==> src/rtl/decode_queue.sv <==
// decode_queue: instruction-decode stage with a DEPTH-entry queue between fetch
// and register read. Accepted {Ins, PC} pairs are buffered in a circular queue.
// The head entry is split combinationally into MIPS R/I/J fields, the extended
// immediate, the branch target and the jump target.
//
// Ports:
//   CLK, RST            clock (rising edge), synchronous active-high reset
//   Flush               clears the queue on the next edge (taken branch/jump)
//   InValid/InReady     producer handshake for Ins and PC
//   Ins, PC             instruction word and its address
//   OutValid/OutReady   consumer handshake for the head entry
//   Opcode..Address     raw instruction fields of the head entry
//   ExtImm              zero-, sign- or lui-extended immediate
//   BranchTarget        PC+4 + (sext(imm) << 2), modulo 2^ADDR_WIDTH
//   JumpTarget          {(PC+4)[ADDR_WIDTH-1:28], Address, 2'b00}
//   OutPC               PC of the head entry
//   Count               queue occupancy
module decode_queue #(
   parameter int unsigned ADDR_WIDTH = 32,
   parameter int unsigned DEPTH      = 2
) (
   input  logic                         CLK,
   input  logic                         RST,
   input  logic                         Flush,
   input  logic                         InValid,
   output logic                         InReady,
   input  logic [31:0]                  Ins,
   input  logic [ADDR_WIDTH-1:0]        PC,
   output logic                         OutValid,
   input  logic                         OutReady,
   output logic [5:0]                   Opcode,
   output logic [5:0]                   Funct,
   output logic [4:0]                   Shamt,
   output logic [4:0]                   rs,
   output logic [4:0]                   rt,
   output logic [4:0]                   rd,
   output logic [15:0]                  Immediate,
   output logic [25:0]                  Address,
   output logic [31:0]                  ExtImm,
   output logic [ADDR_WIDTH-1:0]        BranchTarget,
   output logic [ADDR_WIDTH-1:0]        JumpTarget,
   output logic [ADDR_WIDTH-1:0]        OutPC,
   output logic [$clog2(DEPTH+1)-1:0]   Count
);

   localparam int unsigned PTR_W = $clog2(DEPTH);
   localparam int unsigned CNT_W = $clog2(DEPTH + 1);

   logic [31:0]           ins_mem [DEPTH];
   logic [ADDR_WIDTH-1:0] pc_mem  [DEPTH];
   logic [PTR_W-1:0]      wr_ptr;
   logic [PTR_W-1:0]      rd_ptr;
   logic [CNT_W-1:0]      count_q;

   logic enq;
   logic deq;

   // Handshake status depends only on registered occupancy.
   assign InReady  = (count_q < CNT_W'(DEPTH));
   assign OutValid = (count_q != '0);
   assign Count    = count_q;
   assign enq      = InValid && InReady;
   assign deq      = OutValid && OutReady;

   // Queue storage, pointers and occupancy; reset and flush override traffic.
   always_ff @(posedge CLK) begin
      if (RST) begin
         wr_ptr  <= '0;
         rd_ptr  <= '0;
         count_q <= '0;
         for (int unsigned i = 0; i < DEPTH; i++) begin
            ins_mem[PTR_W'(i)] <= '0;
            pc_mem[PTR_W'(i)]  <= '0;
         end
      end else if (Flush) begin
         wr_ptr  <= '0;
         rd_ptr  <= '0;
         count_q <= '0;
      end else begin
         if (enq) begin
            ins_mem[wr_ptr] <= Ins;
            pc_mem[wr_ptr]  <= PC;
            wr_ptr          <= PTR_W'(wr_ptr + PTR_W'(1));
         end
         if (deq) begin
            rd_ptr <= PTR_W'(rd_ptr + PTR_W'(1));
         end
         if (enq && !deq) begin
            count_q <= CNT_W'(count_q + CNT_W'(1));
         end else if (!enq && deq) begin
            count_q <= CNT_W'(count_q - CNT_W'(1));
         end
      end
   end

   logic [31:0]           head_ins;
   logic [ADDR_WIDTH-1:0] head_pc;
   logic [ADDR_WIDTH-1:0] pc_plus4;
   logic [ADDR_WIDTH-1:0] branch_off;

   // Head entry, zeroed when the queue is empty so every field reads 0.
   always_comb begin
      head_ins = '0;
      head_pc  = '0;
      if (OutValid) begin
         head_ins = ins_mem[rd_ptr];
         head_pc  = pc_mem[rd_ptr];
      end
   end

   assign Opcode    = head_ins[31:26];
   assign rs        = head_ins[25:21];
   assign rt        = head_ins[20:16];
   assign rd        = head_ins[15:11];
   assign Shamt     = head_ins[10:6];
   assign Funct     = head_ins[5:0];
   assign Immediate = head_ins[15:0];
   assign Address   = head_ins[25:0];
   assign OutPC     = head_pc;

   // Logical immediates zero-extend, lui shifts up, everything else sign-extends.
   always_comb begin
      ExtImm = {{16{head_ins[15]}}, head_ins[15:0]};
      case (head_ins[31:26])
         6'h0C, 6'h0D, 6'h0E: ExtImm = {16'h0000, head_ins[15:0]};
         6'h0F:               ExtImm = {head_ins[15:0], 16'h0000};
         default:             ;
      endcase
   end

   // Targets wrap modulo 2^ADDR_WIDTH; the jump mask keeps only PC+4 bits above 27,
   // which is an empty slice when ADDR_WIDTH is 28.
   assign pc_plus4     = ADDR_WIDTH'(head_pc + ADDR_WIDTH'(4));
   assign branch_off   = ADDR_WIDTH'({{14{head_ins[15]}}, head_ins[15:0], 2'b00});
   assign BranchTarget = OutValid ? ADDR_WIDTH'(pc_plus4 + branch_off) : '0;
   assign JumpTarget   = OutValid ? ((pc_plus4 & ~ADDR_WIDTH'(28'hFFF_FFFF)) |
                                     ADDR_WIDTH'({head_ins[25:0], 2'b00}))
                                  : '0;

endmodule

==> config.mk <==
export PLATFORM = sky130hd
export DESIGN_NAME = decode_queue
export DESIGN_NICKNAME = d
export VERILOG_FILES = /design/src/rtl/decode_queue.sv
export SDC_FILE = /design/constraint.sdc
export NUM_CORES = 1
export LEC_CHECK = 0
export BUFFER_PORTS_ARGS = -buffer_cell sky130_fd_sc_hd__buf_2
export CAP_MARGIN = 20
export CORE_MARGIN = 4
export CORE_UTILIZATION = 30
export CTS_CLUSTER_DIAMETER = 150
export DETAILED_ROUTE_END_ITERATION = 8
export PLACE_DENSITY = 0.56
export SETUP_SLACK_MARGIN = 0.4
export SLEW_MARGIN = 20
export SYNTH_ARGS = -nofsm -noshare
export SYNTH_HDL_FRONTEND = slang
export SYNTH_SLANG_ARGS = --single-unit
==> constraint.sdc <==
create_clock -name CLK -period 7.4 [get_ports CLK]
set_input_delay 1.48 -clock CLK [delete_from_list [all_inputs] [get_ports CLK]]
set_output_delay 1.48 -clock CLK [all_outputs]
set_load 0.05 [all_outputs]
Word-level counts from Yosys, hierarchy flattened:

Memories as Yosys holds them, arrays and structs flattened. A register that Yosys moved wholly into a read port is not among the register bits.
Index checks and enable logic that the tools add are counted.
W data, S select, Z words.

* register bits after elaboration: 4
* memory bits (writable): 128
* input port bits: 69
* output and inout bits: 206
* logic and storage cells: 52
* memories kept: 2

Memory list
* ins_mem: words 2, bits a word 32, rd ports 1, clocked after Yosys merged registers in 1, wr ports 2, RTL line 49 `logic [31:0] ins_mem [DEPTH];`
* pc_mem: words 2, bits a word 32, rd ports 1, clocked after Yosys merged registers in 1, wr ports 2, RTL line 50 `logic [ADDR_WIDTH-1:0] pc_mem [DEPTH];`

* $add $sub $neg: 6
* $lt $le $gt $ge: 1
* equality and inequality tests: 4
* muxes and demuxes: 23
* bitwise logic cells: 1
* reductions and logical operators: 12

Operators by type and width (number)
* $mux W32: 6
* $pmux W32 S2: 1
* $reduce_or A32 Y1: 2
* $add A32 B3 Y32 const B: 1
* $add A32 B32 Y32: 1
* $or A32 B28 Y32: 1
* $eq A6 B4 Y1 const B: 4
* $mux W1: 14
* $logic_and A1 B1 Y1: 4
* $mux W2: 2
* $reduce_bool A2 Y1: 2
* $reduce_or A3 Y1: 1
* $add A1 B1 Y1 const B: 2
* $add A2 B1 Y2 const B: 1
* $logic_not A1 Y1: 2
* $lt A2 B2 Y1 const B: 1
* $reduce_or A2 Y1: 1
* $sub A2 B1 Y2 const B: 1

Longest topological paths before layout:

Gate-level depths: netlist of run 1.

* word-level depth: 8
* depth in mapped cells: 24
* depth with buffers taken out: 20

Worst setup path after synthesis of run 1:

OpenSTA, ideal clock, no wires.

* kind: register -> output
* start: reg count_q[1] (netlist: Count[1])
* end: out BranchTarget[30]
* arrival time: 6.754 ns
* required time: 5.920 ns
* path slack: -0.834 ns
* stages on the path, launching flop included: 25
* path buffers: 4
* path through: dfxtp_1 -> nor2_2 -> buf_2 -> buf_2 -> buf_2 -> inv_1 -> buf_1 -> nand2_1 -> inv_1 -> ha_1 -> nand4_1 -> nor4_2 -> and4_4 -> nand2_4 -> nor3_1 -> xor2_1 -> ha_1 -> a21o_1 -> a21o_1 -> a2111oi_0 -> nor3_1 -> a2111oi_0 -> nor2b_1 -> a41oi_1 -> mux2i_1

* longest elaborated chain between the ends: 5
* elaborated cells on any way between the ends: 6
* classes of those cells: add/sub (2); mux (3); reduce/logical (1)

RTL lines
* from (decl): RTL line 53 `logic [CNT_W-1:0] count_q;`
* from (signal assigned): RTL line 89 `count_q <= CNT_W'(count_q + CNT_W'(1));`
* from (signal assigned): RTL line 91 `count_q <= CNT_W'(count_q - CNT_W'(1));`
* $reduce_bool A2 Y1: RTL line 60 `assign OutValid = (count_q != '0);`
* via OutValid: RTL line 29 `output logic OutValid,`
* $mux W32: RTL line 105 `if (OutValid) begin`
* via OutPC[2]: RTL line 42 `output logic [ADDR_WIDTH-1:0] OutPC,`
* $add A32 B3 Y32: RTL line 133 `assign pc_plus4 = ADDR_WIDTH'(head_pc + ADDR_WIDTH'(4));`
* $add A32 B32 Y32: RTL line 135 `assign BranchTarget = OutValid ? ADDR_WIDTH'(pc_plus4 + branch_off) : '0;`
* $mux W32: RTL line 135
* to (decl): RTL line 40 `output logic [ADDR_WIDTH-1:0] BranchTarget,`

The timed path passes the listed nets, and every way through them passes these cells.

==> metrics.txt, run 1 <==
Die ar.=32,800 µm²; FF-to-FF Start=Count[1]; Setup CP Type=reg2out; LEAKAGE=5.12 nW; # setup viols final=0; Fin Clk Skew=0.0170 ns; total number of vias=6,871; Slew @ Worst Pin=1.09 ns; worst hold path type=reg2reg; minimum clock period=6.59 ns; gr ovfl total=0; Post-synth EDFFs=128; startpoint types=register; post-synth top area cell=edfxtp_1; max cap viols=0; WP data required=5.92 ns; CTS Buf Count=17; drt pass-1 iters=4; clk_lat worst skew=0.42 ns; Gate power share=0.277; worst path cell trace=mux2_2, nand2_1, clkinvlp_4, ha_1, nand4_1, nor4_4, and4_4, nand2_4, nor3_1, xor2_1, ha_1, a21o_1, a21o_1, a2111oi_0, nor3_1, a2111oi_1, nor2b_1, a41oi_2, mux2i_4, buf_2; prevailing post-synth register cell=edfxtp_1; CTS Sinks=133; sequential area share after synthesis=0.438; hold path start=rd_ptr; NetSw=0.000847 W; vias per inst=4.61; most frequent cells in the layout=buf_2 (272), and2_1 (133), edfxtp_1 (128); Yosys top cell area share=0.427; Core Rows=63; first-pass GRT wire length=40.6 mm; Die Ht=181 µm; Clk pwr share=0.349; Iter 0 DRT Violations=318; largest net degree at the start of global routing=65; fin crit share=0.891; setup TNS=0 ns; Final WS setup=0.807 ns; Internal=0.00151 W; pwr/cell area=216 nW/µm²; Starting Density=0.304; WP data arrival=5.11 ns; flops & latches, synth=133; Yosys Warn Count=0; critical path capture point type=output port; # H-tree levels=4; routability cong.=0.854; Clock Path Buffers=2; pre-CTS setup slack=0.887 ns; antenna violations before repair=9; status=finished, final reports clean; DP Wirelength=20.1 mm; Tot GR Track Use=0.158; Chip Width=181 µm; Layout area overhead=21.2%; Worst-path clk slew=0.05 ns; Layout Nets=1,189; RSZ-0062 raised after global routing=false; core area=29,600 µm²; Hold Fails Final Rpt=0; switching portion of total power=0.359; share of cells above drive strength 1=0.328; commonest non-fill, non-tap cell in the layout=buf_2; max-slew violation count=0; DRT antenna net count=0; sequential share of power=0.374; crit path max fanout=12; Max-slew headroom=0.271; Ports=275; drt wl/cell=18.0 µm; Post-Syn Area=9000 µm²; Post-Route WL=26.9 mm; Yosys cell types=56; CP max-delay cell=dfxtp_4; IO Port Bufs=272; synthesized area per cell=10.1 µm²; Post-route DRC=0; Root Driver=clkbuf_16; number of global-route vias before repair=6,784; Peak VDD IR=0.138 mV; CTS tree=yes; gate count after technology mapping=893; f_max=152 MHz; largest cells by area after synthesis=edfxtp_1 (43%), and2_1 (9.2%), buf_4 (6.3%), mux2i_1 (5.6%), nor2_1 (4.6%); Post-synth ARST share=0; hold buffers post-CTS=0; CP max stage delay=0.47 ns
[worst paths after layout]
kind / slack [ns] / to / cells after the start
worst max-delay path: 0.81 / BranchTarget[30] / 20
worst min-delay path: 0.56 / rd_ptr / 2
worst max register to register: 5.31 / ins_mem[1][27] / 3
worst min register to register: 0.56 / rd_ptr / 2
[synth_stat cells (7+ instances only)]
cell type	instances
nand3_1	22
o21ai_0	25
a21o_1	27
a211oi_1	7
buf_4	76
nand2_1	40
xor2_1	28
nor2_1	110
and2_1	133
edfxtp_1	128
nor3_1	17
inv_1	26
buf_2	7
mux2i_1	50
ha_1	31
a21oi_1	14
clkbuf_1	21
mux2_2	16
nand4_1	7
xnor2_1	28
[metrics by stage]
stage               power [W]  std cells  instance area (µm²)  hold slack [ns]  utilization
floorplan             0.00141        894                 9070            0.520            -
global placement      0.00155       1453                10300            0.535        0.346
detailed placement    0.00155       1453                10300            0.543        0.346
CTS                   0.00238       1484                10800            0.559        0.366
global route          0.00246       1491                10900            0.612        0.368
finish                0.00236       1491                10900            0.559        0.368
[power by group through the flow]
stage          Clock [W]  Combinational, W  Sequential (W)
2_1_floorplan          0          0.000518        0.000896
3_3_place_gp           0          0.000653        0.000899
3_5_place_dp           0          0.000654        0.000900
4_1_cts         0.000841          0.000656        0.000884
5_1_grt         0.000871          0.000697        0.000888
6_report        0.000824          0.000653        0.000883
[worst max-delay path: cells and delay by family (launching register included)]
family | cells | cell delay (ns)
multiplexers | 2 | 0.44
buffers and inverters | 2 | 0.37
adder cells (fa/ha/maj) | 2 | 0.40
AO/OA/AOI/OAI | 5 | 1.38
flip-flops | 1 | 0.47
AND/OR/NAND/NOR | 8 | 1.52
XOR/XNOR | 1 | 0.10
[sequential cells by signal, indices dropped and copies added (netlist names), named ones only]
name     count
wr_ptr       1
pc_mem      64
ins_mem     64
Count        2
rd_ptr       1
[layout make-up]
cell class	instances	area [µm²]
antenna	1	2.50
clock buffer	19	433
clock inverter	12	133
fill	3070	18700
inverter	26	101
multi-input combinational	625	4320
sequential	133	3960
tap	390	488
timing repair buffer	285	1480
[layer usage]
metal,vias to the layer above,part of all wire,track usage
li1,3422,-,-
met1,3187,0.46,0.209
met2,208,0.46,0.256
met3,38,0.065,0.0459
met4,16,0.013,0.0375
met5,-,0.0035,0
[logic make-up (layout without fill, tap and decap cells)]
| family | count (synthesis) | in the layout | synth area share |
|---|---|---|---|
| xor+xnor | 57 | 57 | 0.0571 |
| mux | 66 | 66 | 0.0756 |
| fa+ha+maj | 32 | 32 | 0.0453 |
| flops | 133 | 133 | 0.438 |
| buf+inv | 137 | 342 | 0.0925 |
| compound gates | 101 | 101 | 0.0748 |
| simple gates | 366 | 367 | 0.216 |
| other cells | 1 | 3 | 0.000417 |
[repair_timing]
action                     CTS  global route
resized for setup            0             3
setup endpoints to repair    0             6
buffers inserted             0             5
(Power assumes the default switching activity.)
==> run 2: changes to the inputs <==
--- a/config.mk
+++ b/config.mk
@@ -7,11 +7,11 @@
 export LEC_CHECK = 0
 export BUFFER_PORTS_ARGS = -buffer_cell sky130_fd_sc_hd__buf_2
 export CAP_MARGIN = 20
-export CORE_MARGIN = 4
-export CORE_UTILIZATION = 30
+export CORE_MARGIN = 2
+export CORE_UTILIZATION = 53
 export CTS_CLUSTER_DIAMETER = 150
 export DETAILED_ROUTE_END_ITERATION = 8
-export PLACE_DENSITY = 0.56
+export PLACE_DENSITY = 0.87
 export SETUP_SLACK_MARGIN = 0.4
 export SLEW_MARGIN = 20
 export SYNTH_ARGS = -nofsm -noshare
==> run 2 against run 1 <==
Effect of this change:
- die area down 45%
- critical path depth unchanged
- global-route usage up 9.9 points
- utilization up 28 points
- count of clock-buffer cells in the layout down 1
- via count up 3.7%
- routed wire length down 12%
- final cell count down 11%
- total power up 0.37%
- sequential share of layout area up 0.77 points
==> metrics.txt, run 2 (synthesis gave the netlist of run 1 again) <==
CTS tree=yes (unchanged); worst hold path type=reg2reg (unchanged); Cells after DPL=1,285 (was 1,453); Clock Path Buffers=2 (unchanged); max-slew violation count=0 (unchanged); Root Driver=clkbuf_16 (unchanged); minimum clock period=6.71 ns (was 6.59 ns); Die Ht=134 µm (was 181 µm); Hold Fails Final Rpt=0 (unchanged); Slew @ Worst Pin=0.996 ns (was 1.09 ns); Layout area overhead=18.7% (was 21.2%); f_max=149 MHz (was 152 MHz); core area=16,600 µm² (was 29,600 µm²); drt pass-1 iters=5 (was 4); crit path max fanout=15 (was 12); routability cong.=0.896 (was 0.854); fin cells=1,320 (was 1,491); pwr/cell area=222 nW/µm² (was 216 nW/µm²); Ports=275 (unchanged); gr ovfl total=0 (unchanged); IO Port Bufs=272 (unchanged); antenna violations before repair=3 (was 9); RSZ-0062 raised after global routing=false (unchanged); CP max-delay cell=dfxtp_4 (unchanged); WP data required=5.92 ns (about the same); status=finished, final reports clean (unchanged); commonest non-fill, non-tap cell in the layout=buf_2 (unchanged); Final Util=0.644 (was 0.368); max cap viols=0 (unchanged); Fin Clk Skew=0.0100 ns (was 0.0170 ns); Starting Density=0.543 (was 0.304); # setup viols final=0 (unchanged); Tot GR Track Use=0.257 (was 0.158); Setup CP Type=reg2out (unchanged); first-pass GRT wire length=35.3 mm (was 40.6 mm); Peak VDD IR=0.174 mV (was 0.138 mV); Chip Width=134 µm (was 181 µm); number of global-route vias before repair=6,571 (was 6,784); Core Rows=47 (was 63); Post-route DRC=0 (unchanged); Iter 0 DRT Violations=533 (was 318); CP delay by family, top=simple AND/OR/NAND/NOR gates (unchanged); LEAKAGE=5.11 nW (was 5.12 nW); worst path cell trace=mux2_2, nand2_1, clkinvlp_4, ha_1, nand4_1, nor4_4, and4_4, nand2_4, nor3_1, xor2_1, ha_1, a21o_1, a21o_1, a2111oi_0, nor3_1, a2111oi_0, nor2b_1, a31oi_1, mux2i_4, buf_2 (was mux2_2, nand2_1, clkinvlp_4, ha_1, nand4_1, nor4_4, and4_4, nand2_4, nor3_1, xor2_1, ha_1, a21o_1, a21o_1, a2111oi_0, nor3_1, a2111oi_1, nor2b_1, a41oi_2, mux2i_4, buf_2); largest net degree at the start of global routing=66 (was 65); DRT antenna net count=0 (unchanged); CP max stage delay=0.50 ns (was 0.47 ns); drt wl/cell=17.9 µm (was 18.0 µm); critical path capture point type=output port (unchanged); Pwr Total=0.00237 W (was 0.00236 W); vias per inst=5.40 (was 4.61); Max-slew headroom=0.336 (was 0.271); fin crit share=0.906 (was 0.891); CTS Sinks=133 (unchanged); Worst-path clk slew=0.05 ns (about the same); share of cells above drive strength 1=0.327 (was 0.328); setup TNS=0 ns (unchanged); total number of vias=7,124 (was 6,871); Post-Route WL=23.6 mm (was 26.9 mm); most frequent cells in the layout=buf_2 (272), and2_1 (133), edfxtp_1 (128) (unchanged); startpoint types=register (unchanged); Layout Nets=1,187 (was 1,189); Die ar.=18,000 µm² (was 32,800 µm²); CTS Buf Count=17 (unchanged); WP buf/inv=2 (unchanged); DP Wirelength=17.6 mm (was 20.1 mm); WP data arrival=5.23 ns (was 5.11 ns); clk_lat worst skew=0.43 ns (was 0.42 ns); # H-tree levels=4 (unchanged)
==> run 2: cell count changes in the layout (fill, tap and decap cells not counted), sizes merged <==
cell / delta
buf: -2
clkinvlp: +1
bufinv: +1
clkbuf: -1
==> run 2: layout make-up <==
| type | instances | area, µm² |
|---|---|---|
| fillers | 1345 | 5900 |
| multi-input cells | 625 | 4310 |
| flip-flops and latches | 133 | 3960 |
| repair buffers | 283 | 1450 |
| clock buffers | 18 | 429 |
| well taps | 220 | 275 |
| clock inverters | 14 | 160 |
| inverters | 26 | 101 |
| diodes | 1 | 2.50 |
==> run 2: report_power, final <==
part | switching (W) | total, W | internal [W]
sequential | 0.0000172 | 0.000885 | 0.000868
combinational | 0.000492 | 0.000643 | 0.000151
clock | 0.000315 | 0.000841 | 0.000526
total | 0.000825 | 0.00237 | 0.00154
==> run 2: per-stage QoR <==
| stage | hold slack, ns | setup WS (ns) | area, µm² |
|---|---|---|---|
| 2_1_floorplan | 0.520 | 0.425 | 9070 |
| 3_3_place_gp | 0.538 | 1.06 | 10100 |
| 3_5_place_dp | 0.547 | 0.951 | 10100 |
| 4_1_cts | 0.563 | 0.504 | 10700 |
| 5_1_grt | 0.605 | 0.415 | 10700 |
| 6_report | 0.555 | 0.692 | 10700 |
==> run 2: per-layer routing <==
layer	vias up	GRT usage	part of all wire
li1	3412	-	-
met4	2	0.0971	0.028
met1	3352	0.323	0.42
met5	-	0	0.00055
met3	42	0.0661	0.073
met2	316	0.428	0.48
==> run 2: worst register-to-register path, delay by kind of cell, from the launching register on <==
family                 cells  cell delay [ns]
AND/OR/NAND/NOR            3             1.71
buffers and inverters      1             0.66
flip-flops                 1             0.38
==> run 2: worst paths after layout <==
path | from | end | slack [ns] | cells past startpoint
setup reg to reg | Count[1] | ins_mem[1][5] | 4.28 | 4
hold reg to reg | rd_ptr | rd_ptr | 0.55 | 2
setup / recovery | register | BranchTarget[28] | 0.69 | 20
hold / removal | rd_ptr | rd_ptr | 0.55 | 2
==> run 2: timing repair <==
item / CTS / global route
gates resized for setup: 0 / 1
hold endpoints to repair: 0 / 0
hold buffers: 0 / 0
setup buffers: 0 / 1
setup endpoints to repair: 0 / 3
